==> config.mk <==
export PLATFORM = sky130hd
export DESIGN_NAME = life_scan_ctrl
export DESIGN_NICKNAME = d
export VERILOG_FILES = /design/src/rtl/life_scan_ctrl.sv
export SDC_FILE = /design/constraint.sdc
export NUM_CORES = 1
export LEC_CHECK = 0
export BUFFER_PORTS_ARGS = -buffer_cell sky130_fd_sc_hd__buf_2
export CAP_MARGIN = 20
export CORE_MARGIN = 8
export CORE_UTILIZATION = 50
export DETAILED_ROUTE_END_ITERATION = 7
export GPL_TIMING_DRIVEN = 0
export PLACE_DENSITY = 0.79
export SYNTH_ARGS = -nofsm -noshare
export SYNTH_HDL_FRONTEND = slang
export SYNTH_SLANG_ARGS = --single-unit
export TNS_END_PERCENT = 100
==> constraint.sdc <==
create_clock -name clk -period 5.3 [get_ports clk]
set_input_delay 0.53 -clock clk [delete_from_list [all_inputs] [get_ports clk]]
set_output_delay 0.53 -clock clk [all_outputs]
set_load 0.02 [all_outputs]
==> src/rtl/life_scan_ctrl.sv <==
`timescale 1ns/1ps
// life_scan_ctrl: sequencer between the system controller and the life_cell
// array. It issues one-cycle generation strobes (cell_enb) and then rotates
// every row west one column per accepted transfer (scan), presenting each
// west-edge column on a valid/ready stream. After COLS transfers the array is
// back in its original orientation.
//
// Stream handshake: a column transfers on a rising clk edge where out_valid
// and out_ready are both high. out_valid, once raised in SCAN, stays high and
// out_data stays stable until that transfer happens. scan is the handshake
// itself, so the array shifts on exactly the transfer edge and the next
// column appears in the following cycle.
//
// A reset taken mid-SCAN leaves the array partially rotated. The controller
// does not track or undo this; the next frame starts from whatever
// orientation the array holds.
module life_scan_ctrl #(
  parameter int COLS       = 16,
  parameter int ROWS       = 16,
  parameter int GEN_PERIOD = 1000000
) (
  input  logic            clk,
  input  logic            reset,
  input  logic            run,
  input  logic            step,
  input  logic            snap,
  input  logic [ROWS-1:0] col_data,
  output logic            cell_enb,
  output logic            scan,
  output logic [ROWS-1:0] out_data,
  output logic            out_valid,
  input  logic            out_ready,
  output logic            frame_start,
  output logic            frame_done,
  output logic [15:0]     gen_count,
  output logic            busy,
  output logic [2:0]      state_dbg
);

  localparam int TW = (GEN_PERIOD > 2) ? $clog2(GEN_PERIOD) : 1;
  localparam int CW = (COLS > 1) ? $clog2(COLS) : 1;
  localparam logic [TW-1:0] TIMER_RELOAD = TW'(GEN_PERIOD - 1);
  localparam logic [CW-1:0] COL_LAST     = CW'(COLS - 1);

  typedef enum logic [2:0] {
    IDLE   = 3'd0,
    EVOLVE = 3'd1,
    SETTLE = 3'd2,
    SCAN   = 3'd3,
    DONE   = 3'd4
  } state_t;

  state_t          state;
  logic [TW-1:0]   timer;
  logic            pending;
  logic [CW-1:0]   col_cnt;
  logic [15:0]     gen_q;
  logic            timer_expire;
  logic            handshake;
  logic            start_gen;

  // out_valid is only ever high in SCAN, so the handshake can only occur there.
  assign handshake    = out_valid && out_ready;
  assign timer_expire = run && (timer == '0);
  // A generation request is taken only in IDLE; step/snap elsewhere are dropped.
  assign start_gen    = (state == IDLE) && (pending || step);

  assign scan      = handshake;
  assign out_data  = col_data;
  assign gen_count = gen_q;
  assign busy      = (state != IDLE);
  assign state_dbg = state;

  // Free-running generation timer: counts down while run is high, holds otherwise.
  always_ff @(posedge clk or negedge reset) begin
    if (!reset) begin
      timer <= TIMER_RELOAD;
    end else if (run) begin
      if (timer == '0) begin
        timer <= TIMER_RELOAD;
      end else begin
        timer <= timer - 1'b1;
      end
    end
  end

  // Sequencer FSM with registered strobes, counters and the pending-request flag.
  always_ff @(posedge clk or negedge reset) begin
    if (!reset) begin
      state       <= IDLE;
      cell_enb    <= 1'b0;
      out_valid   <= 1'b0;
      frame_start <= 1'b0;
      frame_done  <= 1'b0;
      gen_q       <= 16'd0;
      pending     <= 1'b0;
      col_cnt     <= '0;
    end else begin
      // Taking the request consumes any pending expiry.
      if (start_gen) begin
        pending <= 1'b0;
      end

      case (state)
        IDLE: begin
          if (pending || step) begin
            // step+snap together: the frame after the generation covers snap.
            cell_enb <= 1'b1;
            state    <= EVOLVE;
          end else if (snap) begin
            out_valid   <= 1'b1;
            frame_start <= 1'b1;
            col_cnt     <= '0;
            state       <= SCAN;
          end
        end

        EVOLVE: begin
          cell_enb <= 1'b0;
          gen_q    <= gen_q + 16'd1;
          state    <= SETTLE;
        end

        SETTLE: begin
          // Cells took their new state on the edge that ended EVOLVE.
          out_valid   <= 1'b1;
          frame_start <= 1'b1;
          col_cnt     <= '0;
          state       <= SCAN;
        end

        SCAN: begin
          if (handshake) begin
            frame_start <= 1'b0;
            if (col_cnt == COL_LAST) begin
              col_cnt    <= '0;
              out_valid  <= 1'b0;
              frame_done <= 1'b1;
              state      <= DONE;
            end else begin
              col_cnt <= col_cnt + 1'b1;
            end
          end
        end

        DONE: begin
          frame_done <= 1'b0;
          state      <= IDLE;
        end

        default: begin
          cell_enb    <= 1'b0;
          out_valid   <= 1'b0;
          frame_start <= 1'b0;
          frame_done  <= 1'b0;
          col_cnt     <= '0;
          state       <= IDLE;
        end
      endcase

      // An expiry in the same cycle as consumption must not be lost; further
      // expiries while a request is already pending collapse into it.
      if (timer_expire) begin
        pending <= 1'b1;
      end
    end
  end

endmodule
==> results by group, run 1 <==
Outcome
  • Status: complete, no violations

Timing
  • WHS: 0.137 ns
  • RSZ-0062 raised after global routing: no
  • Final WS setup: 3.09 ns
  • Max Clock Freq: 452 MHz
  • Final setup viols: 0
  • Clock Skew: just over 0.01 ns
  • Final Hold Vio Count: 0
  • Tightest Pin Transition: around 0.70 ns
  • Max transition margin: 0.532
  • Final period util: 0.418
  • Pins Over Slew Limit: 0
  • Setup TNS: 0 ns
  • Post-route minimum period: 2.21 ns

Layout
  • Antenna diodes: 0
  • Layout cells sized above 1: 0.299
  • Final #Nets: 333
  • Fillers: between 400 and 500
  • Layout area overhead: 17.2%

Yosys
  • Post-synthesis cell type count: 47
  • Post-synth top area share: 0.362
  • Post-synth EDFFs: 0
  • #FFs+latches synth: 48
  • Top cell type by total area after synthesis: dfrtp_1
  • Largest cells by area after synthesis: dfrtp_1 36%, dfstp_2 13%, xnor2_1 6.0%
  • Synthesized area: 2490 um2
  • Fraction of registers with async set or reset after synthesis: 1.00
  • Top FF cell, synth: dfrtp_1
  • YS warnings: 0
  • Post-synth net total: roughly 280
  • Seq/Total Area, Yosys: 0.489
  • Syn Inst Count: 253
  • Syn avg cell area: 9.84 um2

Power
  • Clock power share: 0.160
  • Share of power burned in registers: 0.446
  • Pwr Total: 1.43 mW
  • Net Sw Frac: 0.407
  • Internal: 0.849 mW
  • Switching pwr: between 0.5 and 0.6 mW
  • Power density over cell area: 491 nW/um2
  • Worst VDD drop: about 0.36 mV
  • Leakage: 1.40 nW
  • Comb pwr share: 0.395

Critical path
  • Reg2Reg Depth: 4
  • Crit Path Max Fanout: 8
  • Worst Path Buf+Inv: 0
  • Top delay family on crit path: simple AND/OR/NAND/NOR gates
  • Critical path type: flop to flop
  • CP Data Arrival Time: between 2 and 2.5 ns
  • Startpoint Class: flop
  • Worst flop-to-flop path startpoint: timer[6]
  • RR Endpoint: timer[13]
  • FF-to-FF setup slack: approximately 3.1 ns
  • Critical Path RT: 5.54 ns
  • Slowest stage cell, crit path: nor4_1
  • Largest stage delay, worst path: 0.65 ns
  • Setup crit end kind: flop
  • Worst-path cell chain: nor4_1 -> nand2_1 -> or4_1 -> a21oi_1

CTS
  • # resized after CTS: 0
  • Clk sinks: 48
  • TritonCTS buffer count: 5
  • Hold_buf cts: 0
  • TritonCTS clock tree: done
  • Clock transition at path regs: 0.10 ns
  • Worst-Skew Late Latency: 0.31 ns
  • H-tree depth: 2
  • Worst-case clock buffer depth: 2
  • Post-CTS repair timing setup buffer count: 0
  • Root buf cell: clkbuf_8

GRT
  • Gr ovfl total: 0
  • Global-route wire length before repair: between 8 and 9 mm
  • Largest net degree at the start of global routing: 49
  • Gr usage total: 0.143
  • Initial antenna violation count: 0
  • Vias in the first global route: 1974

Placement
  • PortBufs: 46
  • Routability-driven placement congestion ratio: 0.781
  • Setup WS pre-CTS: 3.01 ns
  • Post-DP HPWL: 3.89 mm

Floorplanning
  • Chip width: just under 90 um
  • Num ports: 63
  • Die Span Y: a little under 90 um
  • Core ar.: 4750 um2
  • Cell Rows: 25
  • Die area: 7490 um2
  • Initial core utilization: 0.523

Drt
  • Via count: approximately 2000
  • Drt drc: 0
  • Antenna Nets Post-Route: 0
  • Total routed wirelength: 5.19 mm
  • Drt wl/cell: 13.8 um
  • Initial DRC count: around 110
  • First-pass detailed-route iteration total: 4
  • Vias per cell: 5.34

Worst hold path
  • Hold Crit Class: primary input to async pin

Flow run
  • Max cap viols: 0
## per-stage QoR
| stage | area (um2) | std cells | utilization |
|---|---|---|---|
| finish | 2920 | 375 | 0.614 |
| global route | 2920 | 375 | 0.614 |
| CTS | 2900 | 374 | 0.609 |
| detailed placement | 2800 | 366 | 0.589 |
| global placement | 2800 | 366 | 0.589 |
| floorplan | 2490 | 253 | - |
## area by class of cell
class                      instances  area, um2  share of cell area
buffer                            25        158              0.0540
clock buffer                       5       68.8              0.0236
clock inverter                     3       26.3             0.00901
inverter                           9       33.8              0.0116
multi-input combinational        171       1080               0.370
sequential                        48       1220               0.417
tap                               67       83.8              0.0287
timing repair buffer              47        250              0.0858
## flip-flops by register name, summed over array words and instances, names as in the netlist
| signal | count |
|---|---|
| timer | 20 |
| out_valid | 1 |
| frame_start | 1 |
| frame_done | 1 |
| state_dbg | 3 |
| col_cnt | 4 |
| gen_count | 16 |
| cell_enb | 1 |
| pending | 1 |
## power by group through the flow
| stage | sequential [mW] | clock (mW) | combinational [mW] |
|---|---|---|---|
| after global routing | 0.662 | 0.249 | 0.638 |
| after CTS | 0.638 | 0.237 | 0.569 |
| final | 0.638 | 0.229 | 0.565 |
| after floorplan | 0.673 | 0 | 0.372 |
| after global placement | 0.637 | 0 | 0.550 |
| after detailed placement | 0.642 | 0 | 0.567 |
## cells in the final DEF, fill, tap and decap left out, types with 6 or more instances in the layout
master    Yosys  layout
buf_2         2      48
buf_4        16      16
clkbuf_1      6       6
dfrtp_1      36      36
dfstp_2      12      12
inv_1         9       9
nand2_1      26      26
nand3_1      15      15
nand4_1       6       6
nor2_1       18      18
nor3_1        6       6
nor4_1        8       8
o21ai_0       7       7
or3_1         6       6
xnor2_1      17      17
xor2_1        9       9
## how the worst max path moves through the flow
| stage | cells past startpoint | start | endpoint | slack (ns) |
|---|---|---|---|---|
| floorplan | 6 | run | timer[13] | 3.28 |
| global placement | 7 | run | timer[13] | 3.04 |
| detailed placement | 7 | run | timer[13] | 3.01 |
| CTS | 5 | state_dbg[1] | gen_count[15] | 3.10 |
| global route | 5 | state_dbg[1] | gen_count[15] | 2.89 |
| finish | 4 | timer[6] | timer[13] | 3.09 |
## cells in the mapped netlist (6+ instances only)
master and n:
dfrtp_1 36, nand2_1 26, nor2_1 18, xnor2_1 17, buf_4 16, nand3_1 15, dfstp_2 12, inv_1 9
xor2_1 9, nor4_1 8, o21ai_0 7, clkbuf_1 6, nand4_1 6, nor3_1 6, or3_1 6
## layer usage
metal | part of all wire | vias up | GRT usage
met5 | 0 | - | 0
met4 | 0.011 | 0 | 0.0423
met3 | 0.053 | 6 | 0.0463
met2 | 0.49 | 44 | 0.240
met1 | 0.45 | 976 | 0.169
li1 | - | 977 | -
## kinds of logic after synthesis
group                      Yosys count  synth area share
and+or+nand+nor                    111             0.239
DFF                                 48             0.489
buffers and inverters               34            0.0769
AOI/OAI and AO/OA                   27            0.0709
xor gates and xnor gates            26            0.0915
adders and majority gates            4            0.0201
muxes                                3            0.0131
(Power assumes the default switching activity.)
==> run 2, diff against run 1 <==
==> constraint.sdc (replaced) <==
create_clock -name clk -period 2.3 [get_ports clk]
set_input_delay 0.23 -clock clk [delete_from_list [all_inputs] [get_ports clk]]
set_output_delay 0.23 -clock clk [all_outputs]
set_load 0.02 [all_outputs]
==> run 2 against run 1 <==
- first-iteration DRC count decreased by 15%
- setup slack worse by 2.9 ns
- wire length rose by 0.52%
- total power rose by 130%
- combinational power is 130% higher
- final area is 0.73% higher
- critical path type unchanged
==> results by group, run 2 (synthesized netlist as in run 1, its figures left out) <==
GRT
  • Met2 Usage GRT: 0.240 (unchanged)
  • Global-route wire length before repair: 8.77 mm (unchanged)
  • GRT met3 Usage: 0.0463 (unchanged)
  • Gr ovfl total: 0 (unchanged)
  • Top Usage Layer GRT: met2
  • GR met1 Demand/Resource: 0.169 (unchanged)
  • Initial antenna violation count: 0 (unchanged)
  • Largest net degree at the start of global routing: 49 (unchanged)
  • Vias in the first global route: 1974 (unchanged)
  • Gr usage total: 0.143 (unchanged)

Drt
  • Drt wl/cell: 13.9 um (+0.25%)
  • Drt drc: 0 (unchanged)
  • Initial DRC count: 97 (-15%)
  • Antenna Nets Post-Route: 0 (unchanged)
  • Total routed wirelength: 5.22 mm (+0.52%)
  • Via count: 2019 (+0.80%)
  • Vias per cell: 5.37 (+0.53%)
  • First-pass detailed-route iteration total: 4 (unchanged)

Critical path
  • Reg2Reg Depth: 6 (+2)
  • Top delay family on crit path: simple AND/OR/NAND/NOR gates
  • Critical path type: flop to flop
  • Startpoint Class: flop
  • CP Data Arrival Time: 2.30 ns (-0.15 ns)
  • Crit Path Max Fanout: 9 (+1)
  • RR Endpoint: timer[13]
  • Largest stage delay, worst path: 0.50 ns (-0.15 ns)
  • FF-to-FF setup slack: 0.23 ns (-2.85 ns)
  • Setup crit end kind: flop
  • Worst flop-to-flop path startpoint: timer[0]
  • Worst Path Buf+Inv: 2 (+2)
  • Slowest stage cell, crit path: or4b_1
  • Critical Path RT: 2.54 ns (-3.00 ns)
  • Worst-path cell chain: or4b_1 -> buf_2 -> or2_1 -> clkbuf_2 -> or4_1 -> a21oi_1

Layout
  • Leading cell type in the layout, fill and taps excluded: buf_2
  • Layout area overhead: 18.1%
  • Fin cells: 376 (+0.27%)
  • Largest reg by FF count: timer
  • Fin util: 0.618 (+0.00447)
  • Commonest cells after routing, fill and taps aside: 48 x buf_2, 36 x dfrtp_1, 26 x nand2_1, 18 x nor2_1, 17 x xnor2_1
  • Layout cells sized above 1: 0.304 (+0.00551)
  • Largest register FFs: 20 (unchanged)
  • Antenna diodes: 0 (unchanged)
  • Final #Nets: 334 (+0.30%)

Floorplanning
  • Die Span Y: 86.6 um (unchanged)
  • Die area: 7490 um2 (unchanged)
  • Num ports: 63 (unchanged)
  • Cell Rows: 25 (unchanged)
  • Initial core utilization: 0.523 (unchanged)
  • Chip width: 86.6 um (unchanged)
  • Core ar.: 4750 um2 (unchanged)

Worst hold path
  • Hold Crit Depth: 3
  • Hold Crit Class: primary input to flop
  • Hold path start: run
  • Worst hold endpoint: timer[0]

Flow run
  • Max cap viols: 0 (unchanged)

CTS
  • Worst-Skew Late Latency: 0.30 ns (about the same)
  • Clk sinks: 48 (unchanged)
  • TritonCTS clock tree: done
  • Worst-case clock buffer depth: 2 (unchanged)
  • TritonCTS buffer count: 5 (unchanged)
  • Clock transition at path regs: 0.10 ns (about the same)
  • H-tree depth: 2 (unchanged)
  • Root buf cell: clkbuf_8

Outcome
  • Status: complete, no violations

Placement
  • Post-DP HPWL: 3.89 mm (unchanged)
  • PortBufs: 46 (unchanged)
  • Placed cells: 366 (unchanged)
  • Routability-driven placement congestion ratio: 0.781 (unchanged)

Timing
  • Pins Over Slew Limit: 0 (unchanged)
  • Final Hold Vio Count: 0 (unchanged)
  • Setup TNS: 0 ns (unchanged)
  • Final setup viols: 0 (unchanged)
  • Max transition margin: 0.555 (+0.0227)
  • Final period util: 0.898 (+0.481)
  • Max Clock Freq: 484 MHz (+7.2%)
  • RSZ-0062 raised after global routing: no
  • Tightest Pin Transition: 0.661 ns (-0.0387 ns)
  • Clock Skew: 0.00921 ns (-0.000963 ns)
  • Post-route minimum period: 2.07 ns (-0.148 ns)

Power
  • Leakage: 1.41 nW (+0.53%)
  • Power density over cell area: 1130 nW/um2 (+130%)
  • Worst VDD drop: 0.825 mV (+130%)
==> run 2: worst max-delay path by stage <==
stage | from | endpoint | slack [ns] | cells after the start
floorplan | timer[15] | timer[19] | 0.34 | 4
global placement | state_dbg[1] | gen_count[15] | 0.20 | 5
detailed placement | state_dbg[1] | gen_count[15] | 0.12 | 5
CTS | state_dbg[1] | gen_count[15] | 0.1 | 5
global route | timer[0] | timer[13] | 0.17 | 6
finish | timer[0] | timer[13] | 0.23 | 6
==> run 2: through the flow <==
stage	area, um2	setup WS [ns]	power [mW]	hold slack (ns)
after floorplan	2490	0.341	2.41	-0.0656
after global placement	2800	0.203	2.74	0.454
after detailed placement	2800	0.123	2.79	0.466
after CTS	2900	0.0951	3.33	0.132
after global routing	2940	0.167	3.58	0.243
final	2940	0.234	3.32	0.235
==> run 2: layer usage <==
metal  part of all wire  vias up
li1                   -      982
met1               0.45      983
met3              0.051        6
met5                  0        -
met2               0.49       48
met4              0.011        0
==> run 2: timing repair <==
action / in CTS / in global routing
hold buffers: 0 / 1
resized for setup: 0 / 2
buffers inserted: 0 / 0
setup endpoints to repair: 0 / 10
hold endpoints to repair: 0 / 5
==> run 2: cell type report <==
cell class	instances	area, um2
buffer	25	158
inverter	9	33.8
clock inverter	3	26.3
sequential	48	1220
timing repair buffer	48	260
tap	67	83.8
clock buffer	5	68.8
fill	414	1820
multi-input combinational	171	1090
==> run 2: worst register-to-register path, cell delays in order, from the launching register on <==
cell	delay, ns
dfstp_2	0.39
or4b_1	0.50
buf_2	0.17
or2_1	0.20
clkbuf_2	0.16
or4_1	0.42
a21oi_1	0.16
==> run 2: where the power goes <==
group / internal [mW] / total (mW) / switching (mW)
sequential: 1.19 / 1.48 / 0.291
clock: 0.224 / 0.525 / 0.301
combinational: 0.551 / 1.31 / 0.760
total: 1.96 / 3.32 / 1.35
